$ cat src/rtl/forwarding_ctrl.sv
// forwarding_ctrl: hazard detection and operand-forwarding control for a
// classic five-stage pipeline. Tracks the destinations of the instructions
// currently in EX and MEM, stalls one cycle on a load-use pair, and produces
// registered forwarding selects aligned with the consumer's first EX cycle.
//
// Optional feature: define FWD_STALL_COUNT_EN to build a saturating 16-bit
// counter of stall cycles on stall_cnt. Without it stall_cnt is tied to 0.
//
// Forwarding select encoding (fwd_a / fwd_b):
//   0 = register file, 1 = EX/MEM ALU result,
//   2 = MEM/WB ALU result, 3 = MEM/WB memory data out.

module forwarding_ctrl (
  input  logic        clk,
  input  logic        rst,
  input  logic        id_valid,
  input  logic [4:0]  id_rs,
  input  logic [4:0]  id_rt,
  input  logic        id_use_rs,
  input  logic        id_use_rt,
  input  logic [4:0]  id_dst,
  input  logic        id_we,
  input  logic        id_load,
  input  logic        flush,
  output logic        stall,
  output logic [1:0]  fwd_a,
  output logic [1:0]  fwd_b,
  output logic [15:0] stall_cnt
);

  typedef enum logic {
    ST_RUN   = 1'b0,
    ST_STALL = 1'b1
  } state_t;

  localparam logic [1:0] SEL_RF     = 2'd0;
  localparam logic [1:0] SEL_EX_ALU = 2'd1;
  localparam logic [1:0] SEL_WB_ALU = 2'd2;
  localparam logic [1:0] SEL_WB_MEM = 2'd3;

  state_t state;
  state_t state_next;

  // Scoreboard slot for the instruction currently in EX
  logic       ex_valid;
  logic [4:0] ex_dst;
  logic       ex_we;
  logic       ex_load;

  // Scoreboard slot for the instruction currently in MEM
  logic       mem_valid;
  logic [4:0] mem_dst;
  logic       mem_we;
  logic       mem_load;

  logic       ex_hit_rs;
  logic       ex_hit_rt;
  logic       mem_hit_rs;
  logic       mem_hit_rt;
  logic       hazard;
  logic       advance;
  logic [1:0] fwd_a_next;
  logic [1:0] fwd_b_next;

  // Register $0 is hard-wired to zero, so a write to it never produces a value
  // worth forwarding.
  function automatic logic slot_match(input logic       valid,
                                      input logic       we,
                                      input logic [4:0] dst,
                                      input logic [4:0] src);
    return valid && we && (dst == src) && (src != 5'd0);
  endfunction

  // Pick the forwarding source for one operand; the EX producer is younger
  // than the MEM producer and therefore wins. A load still in EX cannot be
  // forwarded from (its data is not ready), so it falls through to MEM.
  function automatic logic [1:0] pick_sel(input logic used,
                                          input logic ex_hit,
                                          input logic ex_is_load,
                                          input logic mem_hit,
                                          input logic mem_is_load);
    logic [1:0] sel;
    sel = SEL_RF;
    if (used) begin
      if (ex_hit && !ex_is_load)
        sel = SEL_EX_ALU;
      else if (mem_hit && mem_is_load)
        sel = SEL_WB_MEM;
      else if (mem_hit)
        sel = SEL_WB_ALU;
    end
    return sel;
  endfunction

  // Source-register matches against both scoreboard slots
  always_comb begin
    ex_hit_rs  = slot_match(ex_valid,  ex_we,  ex_dst,  id_rs);
    ex_hit_rt  = slot_match(ex_valid,  ex_we,  ex_dst,  id_rt);
    mem_hit_rs = slot_match(mem_valid, mem_we, mem_dst, id_rs);
    mem_hit_rt = slot_match(mem_valid, mem_we, mem_dst, id_rt);
  end

  // Load-use hazard: the instruction in EX is a load feeding a used operand
  always_comb begin
    hazard = id_valid && ex_load &&
             ((id_use_rs && ex_hit_rs) || (id_use_rt && ex_hit_rt));
  end

  // Stall FSM next-state and stall output; a flush or reset suppresses stall
  always_comb begin
    state_next = state;
    stall      = 1'b0;
    case (state)
      ST_RUN: begin
        if (hazard && !flush && !rst) begin
          stall      = 1'b1;
          state_next = ST_STALL;
        end
      end
      ST_STALL: begin
        state_next = ST_RUN;
      end
      default: begin
        state_next = ST_RUN;
      end
    endcase
  end

  // The ID instruction moves into EX only when it is neither held nor killed
  always_comb begin
    advance = !stall && !flush;
  end

  // Forwarding selects for the instruction about to enter EX; bubbles get 0
  always_comb begin
    fwd_a_next = SEL_RF;
    fwd_b_next = SEL_RF;
    if (advance && id_valid) begin
      fwd_a_next = pick_sel(id_use_rs, ex_hit_rs, ex_load, mem_hit_rs, mem_load);
      fwd_b_next = pick_sel(id_use_rt, ex_hit_rt, ex_load, mem_hit_rt, mem_load);
    end
  end

  // Stall FSM state register
  always_ff @(posedge clk) begin
    if (rst)
      state <= ST_RUN;
    else
      state <= state_next;
  end

  // EX slot: capture the advancing ID instruction, otherwise insert a bubble
  always_ff @(posedge clk) begin
    if (rst) begin
      ex_valid <= 1'b0;
      ex_dst   <= 5'd0;
      ex_we    <= 1'b0;
      ex_load  <= 1'b0;
    end else if (advance && id_valid) begin
      ex_valid <= 1'b1;
      ex_dst   <= id_dst;
      ex_we    <= id_we;
      ex_load  <= id_load;
    end else begin
      ex_valid <= 1'b0;
      ex_dst   <= 5'd0;
      ex_we    <= 1'b0;
      ex_load  <= 1'b0;
    end
  end

  // MEM slot: always takes whatever was in EX, bubbles included
  always_ff @(posedge clk) begin
    if (rst) begin
      mem_valid <= 1'b0;
      mem_dst   <= 5'd0;
      mem_we    <= 1'b0;
      mem_load  <= 1'b0;
    end else begin
      mem_valid <= ex_valid;
      mem_dst   <= ex_dst;
      mem_we    <= ex_we;
      mem_load  <= ex_load;
    end
  end

  // Registered forwarding selects, valid during the instruction's EX cycle
  always_ff @(posedge clk) begin
    if (rst) begin
      fwd_a <= SEL_RF;
      fwd_b <= SEL_RF;
    end else begin
      fwd_a <= fwd_a_next;
      fwd_b <= fwd_b_next;
    end
  end

`ifdef FWD_STALL_COUNT_EN
  logic [15:0] stall_cnt_q;

  // Saturating count of cycles spent stalled
  always_ff @(posedge clk) begin
    if (rst)
      stall_cnt_q <= 16'd0;
    else if (stall && (stall_cnt_q != 16'hFFFF))
      stall_cnt_q <= stall_cnt_q + 16'd1;
  end

  assign stall_cnt = stall_cnt_q;
`else
  assign stall_cnt = 16'd0;
`endif

endmodule

$ cat config.mk
export PLATFORM = sky130hd
export DESIGN_NAME = forwarding_ctrl
export DESIGN_NICKNAME = d
export VERILOG_FILES = /design/src/rtl/forwarding_ctrl.sv
export SDC_FILE = /design/constraint.sdc
export NUM_CORES = 1
export LEC_CHECK = 0
export ABC_AREA = 1
export ABC_CLOCK_PERIOD_IN_PS = 1300
export CORE_MARGIN = 1.5
export CORE_UTILIZATION = 38
export DETAILED_ROUTE_END_ITERATION = 10
export GPL_TIMING_DRIVEN = 0
export PLACE_DENSITY = 0.82
export SYNTH_ARGS = -nofsm -noshare
export SYNTH_HDL_FRONTEND = slang
export SYNTH_SLANG_ARGS = --single-unit
$ cat constraint.sdc
create_clock -name clk -period 1.3 [get_ports clk]
set_input_delay 0.13 -clock clk [delete_from_list [all_inputs] [get_ports clk]]
set_output_delay 0.13 -clock clk [all_outputs]
set_load 0.005 [all_outputs]
==> Implementation_results.wiki <==
{| class="wikitable"
! Metric !! Value
|-
| Number of buffers between clock root and the deepest sink || 2
|-
| TritonCTS buffer count || 3
|-
| Switching fraction of total power || 0.257
|-
| Global routing usage summed across all routing layers || 0.148
|-
| Yosys synthesis warning count || 0
|-
| Commonest cells after routing, fill and taps aside || 36 x sky130_fd_sc_hd__nand2_1, 31 x sky130_fd_sc_hd__inv_1, 25 x sky130_fd_sc_hd__clkdlybuf4s50_1
|-
| H-tree lvl count || 1
|-
| Die Y-Extent || 58.9 um
|-
| Shortest period the worst path allows || 1.55 ns
|-
| Violations in the final reports || negative setup slack
|-
| Synthesized area per cell || 6.63 sq um
|-
| FMAX || 643 MHz
|-
| Clock tree from TritonCTS || done
|-
| Most common cell after layout, fill and taps aside || sky130_fd_sc_hd__nand2_1
|-
| Multiplexer share of the synthesized area || 0
|-
| Antenna Nets Post-Route || 0
|-
| Proportion of netlist area held by the largest area contributor || 0.354
|-
| Hpwl dp || 1880 um
|-
| IR Drop Worst-Case VDD || 0.000334 V
|-
| Mapped cell area || 1190 sq um
|-
| Vias || 1,122
|-
| Cell at the root of the clock tree || sky130_fd_sc_hd__clkbuf_4
|-
| Post-layout instance count excluding filler cells || 260
|-
| Final number of setup-violating endpoints || 14
|-
| Gate Count Post-Synth || 179
|-
| Minimum setup slack in the final design || -0.255 ns
|-
| Count of state elements after synthesis || 21
|-
| Synth area leaders || sky130_fd_sc_hd__dfxtp_1 35%, sky130_fd_sc_hd__nand2_1 12%, sky130_fd_sc_hd__inv_1 10%
|-
| Combinational family with the most area after synthesis || simple AND/OR/NAND/NOR gates
|-
| Setup TNS || -2.41 ns
|-
| Simple-gate share of the synthesized area || 0.354
|-
| Share of power burned in combinational logic || 0.189
|-
| Internal power || 901 uW
|-
| Aggregate global routing overflow || 0
|-
| XOR/XNOR Fraction of Synth Area || 0.0148
|-
| Count of clock tree sinks || 21
|-
| Static power due to leakage || 0.000823 uW
|-
| Fraction of layout instances using a drive strength above 1 || 0.251
|-
| Clock Pin Slew Worst Setup and Hold Paths || 0.11 ns
|-
| Distinct cells, synth || 26
|-
| Worst Reg2Reg Path Length in Cells || 13
|-
| Final worst path period share || 1.20
|-
| Cell row count || 20
|-
| Worst Path Required || 1.17 ns
|-
| Drc violations || 0
|-
| Sequential group share of total power || 0.548
|-
| Top-level port count || 44
|-
| Number of max-cap violations || 0
|-
| Critical path launch point type || flip-flop
|-
| Count of cells along the worst hold path || 3
|-
| Initial drt markers || 47
|-
| Final-report hold violation count || 0
|-
| Antenna cell count || 0
|-
| Setup CP Type || reg2out
|-
| Sequential-to-total area share from yosys stat || 0.354
|-
| Number of detailed-routing iterations run before antenna repair || 4
|-
| RSZ-0062 raised after global routing || yes
|-
| Max Transition Viols Final || 0
|-
| Result of the run || complete, but fails checks
|-
| Worst min-delay path class || in2reg
|-
| Power per cell area || 735 nW/um^2
|-
| Endpoint class of the critical path || output port
|-
| Hold buffer count at CTS || 0
|-
| Adder-cell share of the synthesized area || 0
|-
| Die X-Extent || 58.9 um
|-
| Cell accounting for the most synthesized area || sky130_fd_sc_hd__dfxtp_1
|-
| Number of antenna violations at the first check in global routing || 0
|-
| Detailed Route WL || 2350 um
|-
| Vias per cell || 4.32
|-
| Core Box Area || 3000 sq um
|-
| Critical path fanouts, max || 3
|-
| Arr. time, crit path || 1.42 ns
|-
| Synth Area in Compound Gates || 0.0495
|-
| Final layout net count || 251
|-
| Routed wire per std cell || 9.02 um
|-
| Final estimated routing congestion in global placement || 0.886
|-
| Net Switching || 312 uW
|-
| Pin count of the biggest net entering global routing || 12
|-
| Number of port buffers || 27
|-
| Clk Latency, worst-skew pair || 0.31 ns
|-
| Number of global-route vias before repair || 965
|-
| Worst Skew || 0.00656 ns
|-
| Initial core utilization || 0.395
|-
| Area growth from synthesis to layout || 39.0%
|-
| Cell count after placement || 254
|-
| Area of the die || 3470 sq um
|-
| First-pass GRT wire length || 3900 um
|-
| Clock group share of total power || 0.263
|}
## timing repair
| item | in CTS | in global routing |
|---|---|---|
| endpoints found under the setup margin | 13 | 14 |
| pin swaps | 4 | 5 |
| buffers inserted | 1 | 1 |
| gates resized for setup | 13 | 12 |
## worst max-delay path: stages, from the launching register on
cell and delay (ns):
sky130_fd_sc_hd__dfxtp_2 0.37, sky130_fd_sc_hd__inv_2 0.05, sky130_fd_sc_hd__nand2_1 0.05, sky130_fd_sc_hd__nand2_1 0.04, sky130_fd_sc_hd__inv_1 0.04, sky130_fd_sc_hd__nand2_1 0.06
sky130_fd_sc_hd__nor2_2 0.13, sky130_fd_sc_hd__nand3_2 0.08, sky130_fd_sc_hd__nand2_2 0.09, sky130_fd_sc_hd__nand2_4 0.05, sky130_fd_sc_hd__inv_2 0.06, sky130_fd_sc_hd__buf_6 0.08
## flip-flops by register name, summed over array words and instances, names as in the netlist
register   flops
mem_we         1
ex_load        1
ex_we          1
mem_dst        5
ex_valid       1
state          1
mem_load       1
fwd_a          2
fwd_b          2
mem_valid      1
ex_dst         5
## cells in the mapped netlist
cell type	count
sky130_fd_sc_hd__o22ai_1	3
sky130_fd_sc_hd__or2_1	1
sky130_fd_sc_hd__xnor2_1	2
sky130_fd_sc_hd__o211ai_1	1
sky130_fd_sc_hd__nand3_2	1
sky130_fd_sc_hd__clkbuf_1	1
sky130_fd_sc_hd__nor3_1	2
sky130_fd_sc_hd__nand2_1	37
sky130_fd_sc_hd__dfxtp_1	21
sky130_fd_sc_hd__nand2_2	1
sky130_fd_sc_hd__nand4_1	2
sky130_fd_sc_hd__a21oi_1	3
sky130_fd_sc_hd__o21ai_0	2
sky130_fd_sc_hd__conb_1	1
sky130_fd_sc_hd__nor2_1	22
sky130_fd_sc_hd__nor2_2	8
sky130_fd_sc_hd__o21bai_1	1
sky130_fd_sc_hd__nand3b_1	1
sky130_fd_sc_hd__or2_0	1
sky130_fd_sc_hd__nand2_4	1
sky130_fd_sc_hd__nand3_1	11
sky130_fd_sc_hd__buf_4	16
sky130_fd_sc_hd__inv_1	33
sky130_fd_sc_hd__nor4_1	1
sky130_fd_sc_hd__nand3_4	1
sky130_fd_sc_hd__inv_2	5
## through the flow
stage               hold slack [ns]  setup WS, ns  cell area (sq um)  power [uW]   util
CTS                           0.328        -0.278               1600        1210  0.533
finish                        0.325        -0.255               1650        1210  0.550
global route                  0.335        -0.366               1650        1280  0.550
global placement              0.405        -0.729               1560         895  0.518
floorplan                     0.257         0.132               1240         805      -
detailed placement            0.419        -0.726               1560         898  0.518
## per-layer routing
metal	wire [um]	vias up	GRT usage
li1	-	599	-
met1	1020	491	0.176
met2	1170	27	0.254
met3	103	5	0.0220
met4	57	0	0.0779
met5	0	-	0
## power groups by stage
stage | Clock, uW | Combinational [uW] | Sequential [uW]
floorplan | 0 | 130 | 675
global placement | 0 | 218 | 677
CTS | 324 | 224 | 664
finish | 319 | 230 | 665
global route | 353 | 256 | 667
detailed placement | 0 | 221 | 677
## final cells by class
cell class              count  area, sq um
fillers                   295         1350
multi-input cells         118          596
flip-flops and latches     21          428
repair buffers             29          293
inverters                  38          143
plain buffers              17          124
well taps                  33         41.3
clock buffers               4         26.3
## cells by family after synthesis
kind of cell              count (synthesis)
AOI/OAI and AO/OA                        10
xor gates and xnor gates                  2
buffers and inverters                    55
DFF                                      21
other                                     1
and+or+nand+nor                          90
## final timing paths
path	from	to	slack [ns]
setup / recovery	ex_dst[3]	stall	-0.25
hold / removal	id_we	ex_we	0.33
setup reg to reg	ex_dst[3]	ex_dst[1]	-0.21
hold reg to reg	ex_we	mem_we	0.45
No activity file was read; power rests on OpenSTA's default activity.
